File: src/rtl/uart_frame_receiver.sv
// 8N1 serial receiver: two-flop synchronizer, mid-bit sampling FSM and a
// ready/valid holding register with framing-error and overrun pulses.
module uart_frame_receiver #(
   parameter int unsigned CLOCK_FREQ = 50_000_000,
   parameter int unsigned BAUD_RATE  = 115_200
) (
   input  logic       clk,
   input  logic       rst,
   input  logic       serial_in,
   output logic [7:0] data_out,
   output logic       data_out_valid,
   input  logic       data_out_ready,
   output logic       framing_error,
   output logic       overrun
);

   localparam int unsigned N  = CLOCK_FREQ / BAUD_RATE;
   localparam int unsigned H  = N / 2;
   localparam int unsigned CW = $clog2(N);

   localparam logic [CW-1:0] CntHalf = CW'(H - 1);
   localparam logic [CW-1:0] CntFull = CW'(N - 1);

   typedef enum logic [2:0] {
      StIdle,
      StStart,
      StData,
      StStop,
      StBreak
   } state_e;

   logic          sync_q;
   logic          rx_s_q;
   state_e        state_q, state_d;
   logic [CW-1:0] cnt_q, cnt_d;
   logic [2:0]    bit_idx_q, bit_idx_d;
   logic [7:0]    shift_q, shift_d;
   logic          commit_q, commit_d;
   logic          ferr_q, ferr_d;
   logic [7:0]    data_q, data_d;
   logic          valid_q, valid_d;
   logic          fe_out_q, fe_out_d;
   logic          ovr_q, ovr_d;

   always_comb begin
      state_d   = state_q;
      cnt_d     = cnt_q;
      bit_idx_d = bit_idx_q;
      shift_d   = shift_q;
      commit_d  = 1'b0;
      ferr_d    = 1'b0;

      case (state_q)
         StIdle: begin
            if (!rx_s_q) begin
               state_d = StStart;
               cnt_d   = '0;
            end
         end
         StStart: begin
            cnt_d = cnt_q + 1'b1;
            if (cnt_q == CntHalf) begin
               if (rx_s_q) begin
                  state_d = StIdle;
               end else begin
                  state_d   = StData;
                  cnt_d     = '0;
                  bit_idx_d = '0;
               end
            end
         end
         StData: begin
            if (cnt_q == CntFull) begin
               cnt_d   = '0;
               shift_d = {rx_s_q, shift_q[7:1]};
               if (bit_idx_q == 3'd7) begin
                  state_d = StStop;
               end else begin
                  bit_idx_d = bit_idx_q + 3'd1;
               end
            end else begin
               cnt_d = cnt_q + 1'b1;
            end
         end
         StStop: begin
            if (cnt_q == CntFull) begin
               cnt_d = '0;
               // Leave mid stop bit so a start edge in its second half is caught
               if (rx_s_q) begin
                  state_d  = StIdle;
                  commit_d = 1'b1;
               end else begin
                  state_d = StBreak;
                  ferr_d  = 1'b1;
               end
            end else begin
               cnt_d = cnt_q + 1'b1;
            end
         end
         StBreak: begin
            if (rx_s_q) begin
               state_d = StIdle;
            end
         end
         default: state_d = StIdle;
      endcase
   end

   // A pending commit wins over a same-cycle handshake clear
   always_comb begin
      data_d   = data_q;
      valid_d  = valid_q;
      ovr_d    = 1'b0;
      fe_out_d = ferr_q;
      if (commit_q) begin
         if (!valid_q || data_out_ready) begin
            data_d  = shift_q;
            valid_d = 1'b1;
         end else begin
            ovr_d = 1'b1;
         end
      end else if (valid_q && data_out_ready) begin
         valid_d = 1'b0;
      end
   end

   always_ff @(posedge clk) begin
      if (rst) begin
         sync_q    <= 1'b1;
         rx_s_q    <= 1'b1;
         state_q   <= StIdle;
         cnt_q     <= '0;
         bit_idx_q <= '0;
         shift_q   <= '0;
         commit_q  <= 1'b0;
         ferr_q    <= 1'b0;
         data_q    <= '0;
         valid_q   <= 1'b0;
         fe_out_q  <= 1'b0;
         ovr_q     <= 1'b0;
      end else begin
         sync_q    <= serial_in;
         rx_s_q    <= sync_q;
         state_q   <= state_d;
         cnt_q     <= cnt_d;
         bit_idx_q <= bit_idx_d;
         shift_q   <= shift_d;
         commit_q  <= commit_d;
         ferr_q    <= ferr_d;
         data_q    <= data_d;
         valid_q   <= valid_d;
         fe_out_q  <= fe_out_d;
         ovr_q     <= ovr_d;
      end
   end

   assign data_out       = data_q;
   assign data_out_valid = valid_q;
   assign framing_error  = fe_out_q;
   assign overrun        = ovr_q;

endmodule

File: config.mk
export PLATFORM = sky130hd
export DESIGN_NAME = uart_frame_receiver
export DESIGN_NICKNAME = d
export VERILOG_FILES = /design/src/rtl/uart_frame_receiver.sv
export SDC_FILE = /design/constraint.sdc
export NUM_CORES = 1
export LEC_CHECK = 0
export CORE_MARGIN = 2
export CORE_UTILIZATION = 50
export DETAILED_ROUTE_END_ITERATION = 10
export DONT_BUFFER_PORTS = 1
export GPL_ROUTABILITY_DRIVEN = 0
export SYNTH_ARGS = -nofsm -noshare
export SYNTH_HDL_FRONTEND = slang
export SYNTH_SLANG_ARGS = --single-unit
File: constraint.sdc
create_clock -name clk -period 4.9 [get_ports clk]
set_input_delay 0.49 -clock clk [delete_from_list [all_inputs] [get_ports clk]]
set_output_delay 0.49 -clock clk [all_outputs]
set_load 0.02 [all_outputs]
==> results by group, run 1 <==
Timing
  – Max_slew headroom: 0.623
  – Worst-Margin Slew: 566 ps
  – FMAX: approximately 0.55 GHz
  – Worst-case clock skew: 12.7 ps
  – Setup TNS: 0 ps
  – Hold Fails Final Rpt: 0
  – Pins Over Slew Limit: 0
  – Final setup violating endpoints: 0
  – RSZ-0062 raised after global routing: false
  – Tcrit/Tclk final: 0.370
  – Post-layout min period: about 1800 ps

Layout
  – N_diodes: 0
  – Post-Layout Cell Count: 234
  – Layout Nets: 197
  – Share of cells above drive strength 1: 0.0851
  – Final Core Density: 0.552
  – Area Growth Syn to Fin: 5.52%

Critical path
  – Crit path kind: register to register
  – Crit. End Element: register
  – CP Max Fanout: 4
  – Worst endpoint required time: 5130 ps
  – Slowest cell on the critical path: o41ai_1
  – WP buf/inv: 1
  – Crit path cell chain: inv_1, ha_1, nand4b_1, o41ai_1, o221a_2, o22ai_1
  – Crit path DAT: 2040 ps
  – CP peak stage delay: 480 ps
  – Crit path max-delay family: compound AO/OA/AOI/OAI gates
  – CP startpoint kind: register

Logic synthesis
  – #FFs+latches synth: 38
  – Sequential fraction of the synthesis area: 0.436
  – Mapped Cells: 190
  – Largest family of logic cells by synthesized area: simple AND/OR/NAND/NOR gates
  – Multiplexer share of the synthesized area: 0.109
  – Distinct cell type count of the synthesized netlist: 47
  – Number of flops mapped to enable cells by yosys: 0
  – Post-Synth XOR/XNOR Area: 0.00502
  – Mean post-synth cell area: around 9.2 um2
  – Compound-Gate Fraction of Synth Area: 0.121
  – Post-Syn Area: 1740 um2
  – Synth Warn #: 0
  – Ys async rst share: 0
  – Ys flop type: dfxtp_1
  – Synthesized-area fraction occupied by adder cells: 0.0359
  – Mapped Nets: roughly 200
  – Simple-gate area share of the yosys netlist: 0.250

Detailed routing
  – DR DRC count: 0
  – Final wirelength: 3490 um
  – 1st-iter DRT viols: 72
  – Drt wl/cell: between 10 and 15 um
  – Vias per cell: 5.94
  – Antenna Nets Post-Route: 0
  – Vias: around 1,400
  – Drt pass-1 iters: 4

Job
  – Max_cap viols: 0

Clock tree
  – # hold bufs at CTS: 0
  – Clock transition at path regs: 120 ps
  – Maximum root-to-sink buffer count: 2
  – Setup Buffers After CTS: 0
  – Post-CTS resize count: 0
  – Clock sink count: 38
  – Skew-Pair Late Insertion Delay: roughly 350 ps
  – H-tree levels: 2
  – Cell at the root of the clock tree: clkbuf_4
  – CTS tree: yes
  – Cts bufs inserted: 5

Placed design
  – PortBufs: 0
  – Post-DP HPWL: 2480 um
  – Placed cell count: between 200 and 250

Global routing
  – Global Route Usage Sum: 0.197
  – GR Layer Usage met1: 0.244
  – First-pass GRT wire length: roughly 6000 um
  – Met2 global-route usage: 0.322
  – Met3 Use GR: 0.0679
  – Pin count of the biggest net entering global routing: 29
  – Vias in the first global route: around 1,300
  – Layer with the highest usage: met2
  – Congestion Overflow GR: 0
  – Initial antenna violation count: 0

Run status
  – Status: complete, no violations

Floorplanning
  – Starting Density: 0.523
  – Rows: 21
  – Die Wd: 63.1 um
  – I/O pins: 15
  – Die Height: 63.1 um
  – Area of the die: 3980 um2
  – Core Region: about 3300 um2

Power and ir drop
  – Leak: 0.663 nW
  – Pwr Density: 297 nW/um2
  – Max IR drop VDD: between 0.15 and 0.2 mV

Hold path
  – Path category of the worst min-delay check: input pin to register
-- area by class of cell --
| class | count | area, um2 |
|---|---|---|
| fillers | 322 | 1500 |
| multi-input cells | 134 | 907 |
| flip-flops and latches | 38 | 761 |
| well taps | 46 | 57.6 |
| clock buffers | 6 | 51.3 |
| inverters | 9 | 33.8 |
| clock inverters | 1 | 30.0 |
-- cell usage after synthesis (4+ instances only) --
| cell | instances | area share |
|---|---|---|
| nand4_1 | 6 | 0.022 |
| inv_1 | 9 | 0.019 |
| o22ai_1 | 4 | 0.014 |
| clkbuf_1 | 4 | 0.0086 |
| ha_1 | 5 | 0.036 |
| dfxtp_1 | 38 | 0.44 |
| nand2_1 | 15 | 0.032 |
| nand3_1 | 5 | 0.014 |
| buf_2 | 4 | 0.011 |
| nor3b_1 | 4 | 0.017 |
| nor2_1 | 23 | 0.049 |
| o21ai_0 | 6 | 0.017 |
| mux2i_1 | 19 | 0.11 |
-- registers in the layout (all words and copies together), names as in the netlist --
signal / count
overrun: 1
shift_q: 8
state_q: 3
commit_q: 1
data_out_valid: 1
fe_out_d: 1
cnt_q: 9
data_out: 8
sync_q: 1
framing_error: 1
bit_idx_q: 3
rx_s_q: 1
-- cells by family after synthesis --
kind of cell               Yosys count
xor gates and xnor gates             1
AOI/OAI and AO/OA                   29
and+or+nand+nor                     80
muxes                               19
buffers and inverters               18
DFF                                 38
adders and majority gates            5
-- report_power, final --
part           internal [mW]  total [mW]  switching [mW]
clock network          0.119       0.219           0.100
logic                0.00533      0.0148         0.00945
registers              0.311       0.313         0.00291
-- cells in the final DEF, fill, tap and decap left out, drive strengths merged, types with 2 or more instances in the layout --
master	netlist	final
a21oi	2	2
and3	4	4
and4b	2	2
clkbuf	4	6
dfxtp	38	38
ha	5	5
inv	9	9
mux2i	19	19
nand2	15	15
nand2b	3	3
nand3	6	6
nand4	6	6
nor2	23	23
nor3	3	3
nor3b	4	4
o21ai	10	10
o22ai	5	5
o41ai	2	2
or2	3	3
or3	2	2
-- stage by stage --
stage	area, um2	setup slack, ps	hold WS (ps)	power, mW
finish	1840	3090	196	0.547
global route	1840	2900	168	0.568
CTS	1840	3110	182	0.553
detailed placement	1760	3140	405	0.335
global placement	1760	3210	397	0.334
floorplan	1740	3300	389	0.334
-- per-layer routing --
metal,vias up,share of wire
met5,-,0
met4,0,0.014
met3,5,0.056
met2,35,0.47
met1,669,0.46
li1,681,-
-- worst reg2reg max path: cells and delay by family (launching register included) --
family / cells / cell delay (ps)
buffers and inverters: 1 / 100
AOI/OAI and AO/OA: 3 / 910
DFF: 1 / 340
and+or+nand+nor: 1 / 190
adders and majority gates: 1 / 170
-- worst paths after layout --
kind | slack, ps | cells past startpoint | startpoint | endpoint
setup reg to reg | 3090 | 6 | cnt_q[1] | cnt_q[3]
hold / removal | 200 | 1 | rst | cnt_q[6]
hold reg to reg | 430 | 1 | sync_q | rx_s_q
setup / recovery | 3090 | 6 | cnt_q[1] | cnt_q[3]
No activity file was read; power rests on OpenSTA's default activity.
==> inputs of run 2 (changes only) <==
Settings changed: PLACE_DENSITY set to 0.68.
Clock period 4.9 ns to 1.5 ns, I/O delays scaled along.
==> results by group, run 2 (synthesized netlist as in run 1, its figures left out) <==
Run status
  – Status: finished, violations left
  – Failing checks: setup timing

Layout
  – Layout Nets: 229 (+16%)
  – Commonest non-fill, non-tap cell in the layout: dfxtp_1
  – Number of fill cells: 272 (-16%)
  – Area Growth Syn to Fin: 29.0%
  – Share of cells above drive strength 1: 0.341 (+0.256)
  – Commonest cells after routing, fill and taps aside: dfxtp_1, buf_4, nor2_1
  – Max reg flops: 9 (unchanged)
  – Post-Layout Cell Count: 266 (+14%)
  – Top reg by flops: cnt_q
  – N_diodes: 0 (unchanged)

Job
  – Max_cap viols: 0 (unchanged)

Critical path
  – CP peak stage delay: 420 ps (-60 ps)
  – Slowest cell on the critical path: or4_4
  – CP startpoint: bit_idx_q[1]
  – CP startpoint kind: register
  – CP Max Fanout: 3 (-1)
  – Worst endpoint required time: 1750 ps (-3380 ps)
  – FF-to-FF End: bit_idx_q[1]
  – Crit path DAT: 1860 ps (-180 ps)
  – Critical Path Most Common Cell: ha_4
  – Worst Reg-to-Reg Cells: 5 (-1)
  – Crit. End Element: register
  – Reg2reg setup slack: -120 ps (-3200 ps)
  – Crit path cell chain: ha_4, ha_4, or4_4, o22ai_4, mux2i_1
  – R2R Path Start: bit_idx_q[1]
  – Crit path kind: register to register

Hold path
  – Min-delay src: data_out_ready
  – Hold depth: 2 (+1)
  – Worst Hold Path EP: overrun
  – Path category of the worst min-delay check: input pin to register

Detailed routing
  – Final wirelength: 4090 um (+17%)
  – DR DRC count: 0 (unchanged)
  – Drt pass-1 iters: 4 (unchanged)
  – Vias: 1,499 (+7.8%)
  – Antenna Nets Post-Route: 0 (unchanged)
  – Vias per cell: 5.64 (-5.1%)
  – 1st-iter DRT viols: 69 (-4.2%)
  – Drt wl/cell: 15.4 um (+2.9%)

Timing
  – Pins Over Slew Limit: 0 (unchanged)
  – Tcrit/Tclk final: 1.08 (+0.708)
  – Worst-Margin Slew: 822 ps (+256 ps)
  – Final setup violating endpoints: 17 (+17)
  – Hold Fails Final Rpt: 0 (unchanged)
  – RSZ-0062 raised after global routing: true
  – Post-layout min period: 1620 ps (-198 ps)
  – WHS: 58.5 ps (-138 ps)
  – Max_slew headroom: 0.450 (-0.172)
  – Setup WS post-layout: -117 ps (-3200 ps)
  – Worst-case clock skew: 8.64 ps (-4.09 ps)
  – FMAX: 0.618 GHz (+12%)

Placed design
  – Placed cell count: 254 (+12%)
  – PortBufs: 0 (unchanged)
  – Post-DP HPWL: 2850 um (+15%)

Clock tree
  – Clock sink count: 38 (unchanged)
  – CTS tree: yes
  – Maximum root-to-sink buffer count: 2 (unchanged)
  – Cell at the root of the clock tree: clkbuf_4
  – Skew-Pair Late Insertion Delay: 330 ps (-20 ps)
  – Cts bufs inserted: 5 (unchanged)
  – H-tree levels: 2 (unchanged)
  – Clock transition at path regs: 110 ps (about the same)

Global routing
  – Congestion Overflow GR: 0 (unchanged)
  – Initial antenna violation count: 0 (unchanged)
  – Vias in the first global route: 1,562 (+17%)
  – Global Route Usage Sum: 0.224 (+0.0266)
  – First-pass GRT wire length: 7100 um (+15%)
  – Pin count of the biggest net entering global routing: 25 (-14%)

Power and ir drop
  – Pwr Density: 814 nW/um2 (+170%)
  – Max IR drop VDD: 0.410 mV (+130%)
  – Leak: 0.845 nW (+28%)

Floorplanning
  – Starting Density: 0.523 (unchanged)
  – I/O pins: 15 (unchanged)
  – Rows: 21 (unchanged)
  – Core Region: 3340 um2 (unchanged)
  – Area of the die: 3980 um2 (unchanged)
  – Die Wd: 63.1 um (unchanged)
  – Die Height: 63.1 um (unchanged)
run 2: cell count changes in the layout (fill, tap and decap cells not counted), moves of 4 or more:
cell,previous run,this run
buf_4,0,29
dfxtp_2,0,7
dfxtp_1,38,30
ha_1,5,1
ha_4,0,4
run 2: layer usage:
metal	GRT usage	part of all wire	vias up
met5	0	0	-
met4	0.0778	0.0095	0
met3	0.0607	0.049	6
met2	0.391	0.52	42
met1	0.263	0.42	707
li1	-	-	744
run 2: layout make-up:
cell class / instances / area [um2] / area share
Clock buffer: 6 / 51.3 / 0.0228
Timing Repair Buffer: 32 / 249 / 0.111
Tap cell: 46 / 57.6 / 0.0256
Clock inverter: 1 / 30.0 / 0.0133
Sequential cell: 38 / 773 / 0.344
Inverter: 9 / 38.8 / 0.0172
Multi-Input combinational cell: 134 / 1050 / 0.467
run 2: critical path: cells and delay by family (launching register included):
family,cells,cell delay [ps]
multiplexers,1,270
adder cells (fa/ha/maj),2,310
flip-flops,1,360
AND/OR/NAND/NOR,1,420
AO/OA/AOI/OAI,1,180
run 2: what timing repair did:
item,4_1_cts,5_1_grt
gates resized for setup,18,23
endpoints found under the setup margin,20,23
pin swaps,5,9
endpoints found under the hold margin,24,0
gates cloned,0,0
setup buffers,2,2
hold buffers,2,0
run 2: worst max-delay path by stage:
stage / endpoint / slack, ps / depth (start not counted)
finish: bit_idx_q[1] / -120 / 5
global route: bit_idx_q[1] / -170 / 4
CTS: bit_idx_q[1] / -130 / 5
detailed placement: bit_idx_q[1] / -160 / 5
floorplan: bit_idx_q[0] / 2 / 5
global placement: shift_q[0] / -30 / 7
run 2: report_power, final:
part | switching (mW) | leakage [nW] | total (mW) | internal [mW]
registers | 0.00933 | 0.310 | 1.02 | 1.01
logic | 0.0528 | 0.491 | 0.0964 | 0.0436
clock network | 0.322 | 0.0443 | 0.711 | 0.388
total | 0.385 | 0.845 | 1.83 | 1.45
run 2: stage by stage:
| stage | power, mW | util | cell area (um2) | setup WS [ps] | setup TNS (ps) |
|---|---|---|---|---|---|
| detailed placement | 1.11 | 0.592 | 1980 | -164 | -1410 |
| floorplan | 1.09 | - | 1750 | 2.24 | 0 |
| global route | 1.91 | 0.674 | 2250 | -169 | -1850 |
| global placement | 1.11 | 0.592 | 1980 | -28.0 | -235 |
| CTS | 1.83 | 0.649 | 2170 | -128 | -891 |
| finish | 1.83 | 0.674 | 2250 | -117 | -539 |
